## config.mk

```make
export PLATFORM = sky130hd
export DESIGN_NAME = demultiplexor_1in_3out
export DESIGN_NICKNAME = d
export VERILOG_FILES = /design/src/rtl/demultiplexor_1in_3out_pkg.sv /design/src/rtl/demultiplexor_1in_3out_demux_slot.sv /design/src/rtl/demultiplexor_1in_3out.sv
export SDC_FILE = /design/constraint.sdc
export NUM_CORES = 1
export LEC_CHECK = 0
export ABC_CLOCK_PERIOD_IN_PS = 2900
export CAP_MARGIN = 10
export CORE_MARGIN = 10
export CORE_UTILIZATION = 47
export CTS_BUF_LIST = sky130_fd_sc_hd__clkbuf_4 sky130_fd_sc_hd__clkbuf_8 sky130_fd_sc_hd__clkbuf_16
export DETAILED_ROUTE_END_ITERATION = 12
export HOLD_SLACK_MARGIN = 0.03
export PLACE_DENSITY = 0.81
export SYNTH_ARGS = -nofsm -noshare
export SYNTH_HDL_FRONTEND = slang
export SYNTH_SLANG_ARGS = --single-unit
```

## constraint.sdc

```tcl
create_clock -name clk -period 2.9 [get_ports clk]
set_input_delay 0.435 -clock clk [delete_from_list [all_inputs] [get_ports clk]]
set_output_delay 0.435 -clock clk [all_outputs]
set_load 0.05 [all_outputs]
```

## src/rtl/demultiplexor_1in_3out_pkg.sv

```systemverilog
// Shared constants for the 1-to-3 registered demultiplexor.
//   DEFAULT_WIDTH : default data width of the input word and all channels
//   SEL_A/B/C     : destination select codes for channels A, B, C
//   SEL_INV       : illegal select code (word discarded, error flagged)
//   ERRCNT_W      : width of the saturating illegal-select counter
package demultiplexor_1in_3out_pkg;

  localparam int unsigned DEFAULT_WIDTH = 16;
  localparam int unsigned ERRCNT_W      = 8;

  localparam logic [1:0] SEL_A   = 2'd0;
  localparam logic [1:0] SEL_B   = 2'd1;
  localparam logic [1:0] SEL_C   = 2'd2;
  localparam logic [1:0] SEL_INV = 2'd3;

endpackage : demultiplexor_1in_3out_pkg

```

## src/rtl/demultiplexor_1in_3out_demux_slot.sv

```systemverilog
// One-entry output register with a valid/ready handshake.
// Ports:
//   clk, reset : clock and asynchronous active-high reset
//   load       : capture data this edge (sets valid)
//   data       : word to capture
//   ready      : consumer takes the held word this edge
//   valid      : slot holds a word not yet taken
//   out        : held word (kept after drain; only a load changes it)
module demux_slot #(
  parameter int unsigned W = 16
) (
  input  logic         clk,
  input  logic         reset,
  input  logic         load,
  input  logic [W-1:0] data,
  input  logic         ready,
  output logic         valid,
  output logic [W-1:0] out
);

  // A load on the same edge as a drain wins, so full throughput has no bubble.
  always_ff @(posedge clk or posedge reset) begin
    if (reset) begin
      valid <= 1'b0;
      out   <= '0;
    end else if (load) begin
      valid <= 1'b1;
      out   <= data;
    end else if (valid && ready) begin
      valid <= 1'b0;
    end
  end

endmodule : demux_slot

```

## src/rtl/demultiplexor_1in_3out.sv

```systemverilog
// Registered 1-to-3 data distributor: routes Dato to channel A, B or C by Sel;
// Sel = 3 discards the word and pulses sel_err for one cycle.
// Optional feature macro: DEMUX_ERRCNT_EN adds the 8-bit saturating err_count port.
// Ports:
//   clk, reset           : clock and asynchronous active-high reset
//   in_valid / in_ready  : input handshake (in_ready is combinational from Sel)
//   Dato, Sel            : input word and destination select
//   SalidaA/B/C, validA/B/C, readyA/B/C : per-channel data and handshake
//   sel_err              : registered one-cycle pulse after an illegal-select accept
//   err_count            : illegal-select count (DEMUX_ERRCNT_EN only)
module demultiplexor_1in_3out
  import demultiplexor_1in_3out_pkg::*;
#(
  parameter int unsigned WIDTH = DEFAULT_WIDTH
) (
  input  logic             clk,
  input  logic             reset,
  input  logic             in_valid,
  output logic             in_ready,
  input  logic [WIDTH-1:0] Dato,
  input  logic [1:0]       Sel,
  output logic [WIDTH-1:0] SalidaA,
  output logic [WIDTH-1:0] SalidaB,
  output logic [WIDTH-1:0] SalidaC,
  output logic             validA,
  output logic             validB,
  output logic             validC,
  input  logic             readyA,
  input  logic             readyB,
  input  logic             readyC,
  output logic             sel_err
`ifdef DEMUX_ERRCNT_EN
  ,
  output logic [ERRCNT_W-1:0] err_count
`endif
);

  logic accept;
  logic load_a;
  logic load_b;
  logic load_c;
  logic err_hit;

  // Only the currently selected channel can stall the producer.
  always_comb begin
    in_ready = 1'b1;
    case (Sel)
      SEL_A:   in_ready = !validA || readyA;
      SEL_B:   in_ready = !validB || readyB;
      SEL_C:   in_ready = !validC || readyC;
      default: in_ready = 1'b1;
    endcase
  end

  // Select decode of an accepted word.
  always_comb begin
    accept  = in_valid && in_ready;
    load_a  = accept && (Sel == SEL_A);
    load_b  = accept && (Sel == SEL_B);
    load_c  = accept && (Sel == SEL_C);
    err_hit = accept && (Sel == SEL_INV);
  end

  demux_slot #(.W(WIDTH)) u_slot_a (
    .clk   (clk),
    .reset (reset),
    .load  (load_a),
    .data  (Dato),
    .ready (readyA),
    .valid (validA),
    .out   (SalidaA)
  );

  demux_slot #(.W(WIDTH)) u_slot_b (
    .clk   (clk),
    .reset (reset),
    .load  (load_b),
    .data  (Dato),
    .ready (readyB),
    .valid (validB),
    .out   (SalidaB)
  );

  demux_slot #(.W(WIDTH)) u_slot_c (
    .clk   (clk),
    .reset (reset),
    .load  (load_c),
    .data  (Dato),
    .ready (readyC),
    .valid (validC),
    .out   (SalidaC)
  );

  // Illegal-select flag, one cycle per accepted illegal word.
  always_ff @(posedge clk or posedge reset) begin
    if (reset) begin
      sel_err <= 1'b0;
    end else begin
      sel_err <= err_hit;
    end
  end

`ifdef DEMUX_ERRCNT_EN
  // Saturating illegal-select counter.
  always_ff @(posedge clk or posedge reset) begin
    if (reset) begin
      err_count <= '0;
    end else if (err_hit && (err_count != '1)) begin
      err_count <= err_count + ERRCNT_W'(1);
    end
  end
`endif

endmodule : demultiplexor_1in_3out
```

==> flow_summary.ini, run 1 <==
[setup_path]
startpoint_type = input pin
path_max_fanout = 8
cp.required_ns = 2.47
endpoint_kind = primary output
arrival_ns = 1.59
critPathKind = in -> out

[synth]
ys_ff_latch = 52
ys_types = 17
yosys_warnings = 0
syn_area_um2 = 2116
ys_seq_area_frac = 0.6150
synth_cells = 122
syn-num-nets = 146
syn_area_per_cell_um2 = 17.34

[drt]
vias = 1317
drtIter0Drc = 108
ant_nets = 0
routedWlPerCell_um = 19.08
routed_wl_um = 4904
viasPerCell = 5.125
drt_drc_violations_left = 0
dr.pass1.iters = 3

[sta]
fin_crit_ns = 2.028
setup_tns_ns = 0
post-route-period-util = 0.6992
setup_ws_ns = 0.8724
finalSetupViolCount = 0
tightest_slew_ns = 0.5368
max_freq_mhz = 493.2
drv_slew = 0
worst_hold_slack_ns = 0.4218
hold_violations = 0
rsz0062_at_grt = no
finalClockSkew_ns = 0.007336
slew_headroom = 0.6410

[floorplan]
initial_utilization = 0.4859
num_rows = 24
fp.coreArea_um2 = 4354
io_pins = 77
die-area_um2 = 7586
fp.dieW_um = 87.10
die_h_um = 87.10

[hold_path]
min_path_type = in -> async

[power_and_ir_drop]
p_leak_nw = 1.333
powerDensity_nw_per_um2 = 887.1
vdd_drop_max_v = 0.0004480
power_mw = 2.715

[global_route]
grt_max_degree = 21
groute.usage.overall = 0.1292
grt_antenna_before_repair = 0
grt_pass1_vias = 1460
grt_first_pass_wirelength_um = 7886
grt_overflow = 0

[outcome]
status = finished clean

[cells_and_area]
post-route-util = 0.7029
syn_to_final_growth_pct = 44.65
fin_cells = 257
antenna_cells = 0
final-seq-area_um2 = 1301
final_nets = 228
multi_input_area_um2 = 743.2
drive_above_1_share = 0.3317
nFillCells = 273
fin_area_um2 = 3060

[place]
place_ws_ns = 0.7793
portBuffers = 76
placed_cells = 249
place_area_um2 = 2902
place_congestion = 0.7826
hpwl_um = 3747

[clock_network]
cts.sink_count = 52
ctsLongestPathBuffers = 2
cts.clk_slew.worst_paths_ns = 0.10
cts_tree = done
cts-buffers-inserted = 5
cts-resized-gates = 0
root_buffer = clkbuf_8
post_cts_buffers = 0
clk_latency_ns = 0.30
h-tree-depth = 2
cts_hold_buf = 0

[run]
max_cap_violations = 0
report_power, final:
group | switching (mW) | internal, mW | leakage [nW]
clock | 0.230 | 0.431 | 0.0784
combinational | 0.686 | 0.418 | 0.633
sequential | 0.0799 | 0.870 | 0.621
total | 0.996 | 1.72 | 1.33
metal layers:
metal	part of all wire	vias up	GRT usage
met5	0	-	0
met4	0.0059	0	0.01739
met3	0.13	5	0.07303
met2	0.44	56	0.1925
met1	0.43	666	0.1637
li1	-	590	-
registers in the layout, indices dropped and copies added, names as in the netlist:
register / cells
u_slot_c.out: 16
u_slot_a.valid: 1
sel_err: 1
u_slot_a.out: 16
u_slot_b.valid: 1
u_slot_b.out: 16
u_slot_c.valid: 1
cell type report:
class | count | share of cell area
Clock inverter | 3 | 0.02944
Multi-Input combinational cell | 64 | 0.2428
Clock buffer | 5 | 0.02249
Inverter | 1 | 0.001226
Timing Repair Buffer | 80 | 0.2576
Sequential cell | 52 | 0.4252
Tap cell | 52 | 0.02126
worst max-delay path, cell delays in order:
cell and delay (ns):
clkdlybuf4s50_1 0.65, mux2i_1 0.22, o21ai_0 0.09, buf_4 0.20
worst paths after layout:
path                                             start                            to  slack, ns  depth (start not counted)
setup / recovery                                Sel[0]                      in_ready       0.87                          4
hold / removal                                   reset   u_slot_b.out[4]$_DFFE_PP0P_       0.42                          2
setup reg to reg            u_slot_c.valid$_DFFE_PP0P_   u_slot_c.out[7]$_DFFE_PP0P_       1.50                          4
hold reg to reg            u_slot_c.out[7]$_DFFE_PP0P_   u_slot_c.out[7]$_DFFE_PP0P_       0.51                          1
max in group asynchronous                        reset  u_slot_c.out[10]$_DFFE_PP0P_       1.89                          3
min in group clk           u_slot_c.out[7]$_DFFE_PP0P_   u_slot_c.out[7]$_DFFE_PP0P_       0.51                          1
logic make-up (layout without fill, tap and decap cells):
logic type / after synthesis / after routing / share of synthesized area
compound gates: 3 / 3 / 0.007094
buf+inv: 6 / 89 / 0.03370
flops: 52 / 52 / 0.6150
mux: 49 / 49 / 0.2957
simple gates: 12 / 12 / 0.04850
cell usage after synthesis:
cell type / count / area [um2]
and3_4: 1 / 11.26
inv_1: 1 / 3.750
nor3b_4: 1 / 18.77
mux2_4: 20 / 300.3
nor2b_2: 1 / 8.760
buf_6: 2 / 22.52
nand2_2: 1 / 6.260
buf_12: 2 / 40.04
o21ai_0: 3 / 15.01
nand3b_4: 1 / 20.02
mux2_2: 28 / 315.3
buf_2: 1 / 5.000
and3_2: 1 / 7.510
mux2i_1: 1 / 10.01
dfrtp_1: 52 / 1301
nand2_1: 3 / 11.26
nand2b_1: 3 / 18.77
cell usage in the layout, fill, tap and decap left out:
cell | Yosys | final
mux2_2 | 28 | 28
inv_2 | 0 | 1
o21ai_0 | 3 | 3
nand2_2 | 1 | 1
mux2_4 | 20 | 20
dfrtp_1 | 52 | 52
and3_2 | 1 | 1
nor2b_2 | 1 | 1
clkbuf_8 | 0 | 5
nand2_1 | 3 | 3
clkdlybuf4s50_1 | 0 | 75
bufinv_16 | 0 | 3
mux2i_1 | 1 | 1
and3_4 | 1 | 1
nand2b_1 | 3 | 3
nand3b_4 | 1 | 1
buf_4 | 0 | 5
nor3b_4 | 1 | 1
(Power assumes the default switching activity.)
==> run 2, diff against run 1 <==
--- a/config.mk
+++ b/config.mk
@@ -5,14 +5,14 @@
 export SDC_FILE = /design/constraint.sdc
 export NUM_CORES = 1
 export LEC_CHECK = 0
-export ABC_CLOCK_PERIOD_IN_PS = 2900
+export ABC_CLOCK_PERIOD_IN_PS = 2100
 export CAP_MARGIN = 10
 export CORE_MARGIN = 10
-export CORE_UTILIZATION = 47
+export CORE_UTILIZATION = 44
 export CTS_BUF_LIST = sky130_fd_sc_hd__clkbuf_4 sky130_fd_sc_hd__clkbuf_8 sky130_fd_sc_hd__clkbuf_16
 export DETAILED_ROUTE_END_ITERATION = 12
 export HOLD_SLACK_MARGIN = 0.03
-export PLACE_DENSITY = 0.81
+export PLACE_DENSITY = 0.76
 export SYNTH_ARGS = -nofsm -noshare
 export SYNTH_HDL_FRONTEND = slang
 export SYNTH_SLANG_ARGS = --single-unit
==> constraint.sdc (replaced) <==
create_clock -name clk -period 2.1 [get_ports clk]
set_input_delay 0.315 -clock clk [delete_from_list [all_inputs] [get_ports clk]]
set_output_delay 0.315 -clock clk [all_outputs]
set_load 0.05 [all_outputs]
==> run 2 against run 1 <==
Hold slack lost 0.057 ns. Power grew 30%. Sequential cell count is the same. Cell area shrank 0.65%. Highest routed layer unchanged.
==> flow_summary.ini, run 2 (same netlist as run 1, synthesis figures left out) <==
[outcome]
status = finished clean

[drt]
vias = 1276
drt_drc_violations_left = 0
routed_wl_um = 4919
drtIter0Drc = 22
ant_nets = 0
routedWlPerCell_um = 18.99
viasPerCell = 4.927
dr.pass1.iters = 4

[place]
placed_cells = 251
place_congestion = 0.7172
portBuffers = 76
hpwl_um = 3717

[floorplan]
die-area_um2 = 7983
fp.dieW_um = 89.35
initial_utilization = 0.4509
num_rows = 25
fp.coreArea_um2 = 4692
io_pins = 77
die_h_um = 89.35

[clock_network]
root_buffer = clkbuf_8
cts-buffers-inserted = 5
clk_latency_ns = 0.30
cts_hold_buf = 0
h-tree-depth = 2
cts.sink_count = 52
cts-resized-gates = 0
cts_tree = done
cts.clk_slew.worst_paths_ns = 0.09
ctsLongestPathBuffers = 2
post_cts_buffers = 0

[cells_and_area]
largestRegisters = u_slot_a.out (16), u_slot_b.out (16), u_slot_c.out (16)
nFillCells = 345
fin_cells = 259
final-seq-area_um2 = 1301
final_cell_mix = clkdlybuf4s50_1, dfrtp_1, mux2_2
final_nets = 228
syn_to_final_growth_pct = 43.70
antenna_cells = 0
multi_input_area_um2 = 743.2
drive_above_1_share = 0.3317
final_common_cell = clkdlybuf4s50_1

[sta]
setup_tns_ns = 0
drv_slew = 0
slew_headroom = 0.6381
tightest_slew_ns = 0.5411
post-route-period-util = 0.8743
finalSetupViolCount = 0
hold_violations = 0
finalClockSkew_ns = 0.005640
rsz0062_at_grt = no
max_freq_mhz = 544.6
fin_crit_ns = 1.836

[setup_path]
path_depth = 4
endpoint_kind = primary output
cp.required_ns = 1.78
critPathKind = in -> out
cp_slowest_stage_delay_ns = 0.66
crit_slowest_cell = clkdlybuf4s50_1
crit_path_cell_trace = clkdlybuf4s50_1 > mux2i_1 > o21ai_1 > buf_12
ff2ff_path_depth = 4
path_buf_inv = 2
critPathTopFamily = buffers and inverters
path_max_fanout = 8
startpoint_type = input pin
arrival_ns = 1.52

[global_route]
grt_pass1_vias = 1483
grt_max_degree = 53
grt_overflow = 0
grt_antenna_before_repair = 0
groute.usage.overall = 0.1309
grt_first_pass_wirelength_um = 7955

[run]
max_cap_violations = 0

[power_and_ir_drop]
powerDensity_nw_per_um2 = 1159
vdd_drop_max_v = 0.0006871
p_leak_nw = 1.323

[hold_path]
min_path_type = in -> async
-- run 2: cell count changes in the layout (fill, tap and decap cells not counted), sizes merged --
| cell | previous run | this run |
|---|---|---|
| bufinv | 3 | 1 |
| clkbuf | 5 | 6 |
| clkinv | 0 | 1 |
-- run 2: path summary, 6_finish.rpt --
kind	slack, ns	from	endpoint
worst max-delay path	0.26	Sel[0]	in_ready
worst min-delay path	0.37	reset	u_slot_a.out[4]$_DFFE_PP0P_
worst max register to register	0.67	u_slot_c.valid$_DFFE_PP0P_	u_slot_c.out[8]$_DFFE_PP0P_
worst min register to register	0.51	u_slot_a.out[14]$_DFFE_PP0P_	u_slot_a.out[14]$_DFFE_PP0P_
max in group asynchronous	1.51	reset	u_slot_c.out[10]$_DFFE_PP0P_
min in group clk	0.51	u_slot_a.out[14]$_DFFE_PP0P_	u_slot_a.out[14]$_DFFE_PP0P_
-- run 2: cell type report --
| cell class | count | area share |
|---|---|---|
| clock inverters | 2 | 0.01152 |
| well taps | 54 | 0.02222 |
| inverters | 1 | 0.001235 |
| repair buffers | 80 | 0.2675 |
| multi-input cells | 64 | 0.2444 |
| clock buffers | 6 | 0.02510 |
| flip-flops and latches | 52 | 0.4280 |
-- run 2: per-layer routing --
layer / track usage / routed length (um)
met5: 0 / 0
met4: 0.03035 / 46
met3: 0.07201 / 574
met2: 0.1908 / 2112
met1: 0.1655 / 2185
-- run 2: per-stage QoR --
stage	hold WS (ns)	util	total power, mW	area, um2	setup WS (ns)
finish	0.3650	0.6480	3.525	3040	0.2639
global route	0.3911	0.6480	3.691	3040	0.1833
CTS	0.3776	0.6480	3.569	3040	0.2559
detailed placement	0.4922	0.6243	2.881	2929	0.1440
global placement	0.4862	0.6243	2.853	2929	0.2309
floorplan	0.4631	-	2.320	2116	0.2051
-- run 2: tightest hold or removal path: cells and delay by family --
family | cells | cell delay, ns
buffers and inverters | 3 | 0.74
-- run 2: power breakdown --
group / total [mW] / switching (mW) / internal, mW
clock network: 0.680 / 0.313 / 0.367
logic: 1.53 / 0.945 / 0.583
registers: 1.32 / 0.116 / 1.20
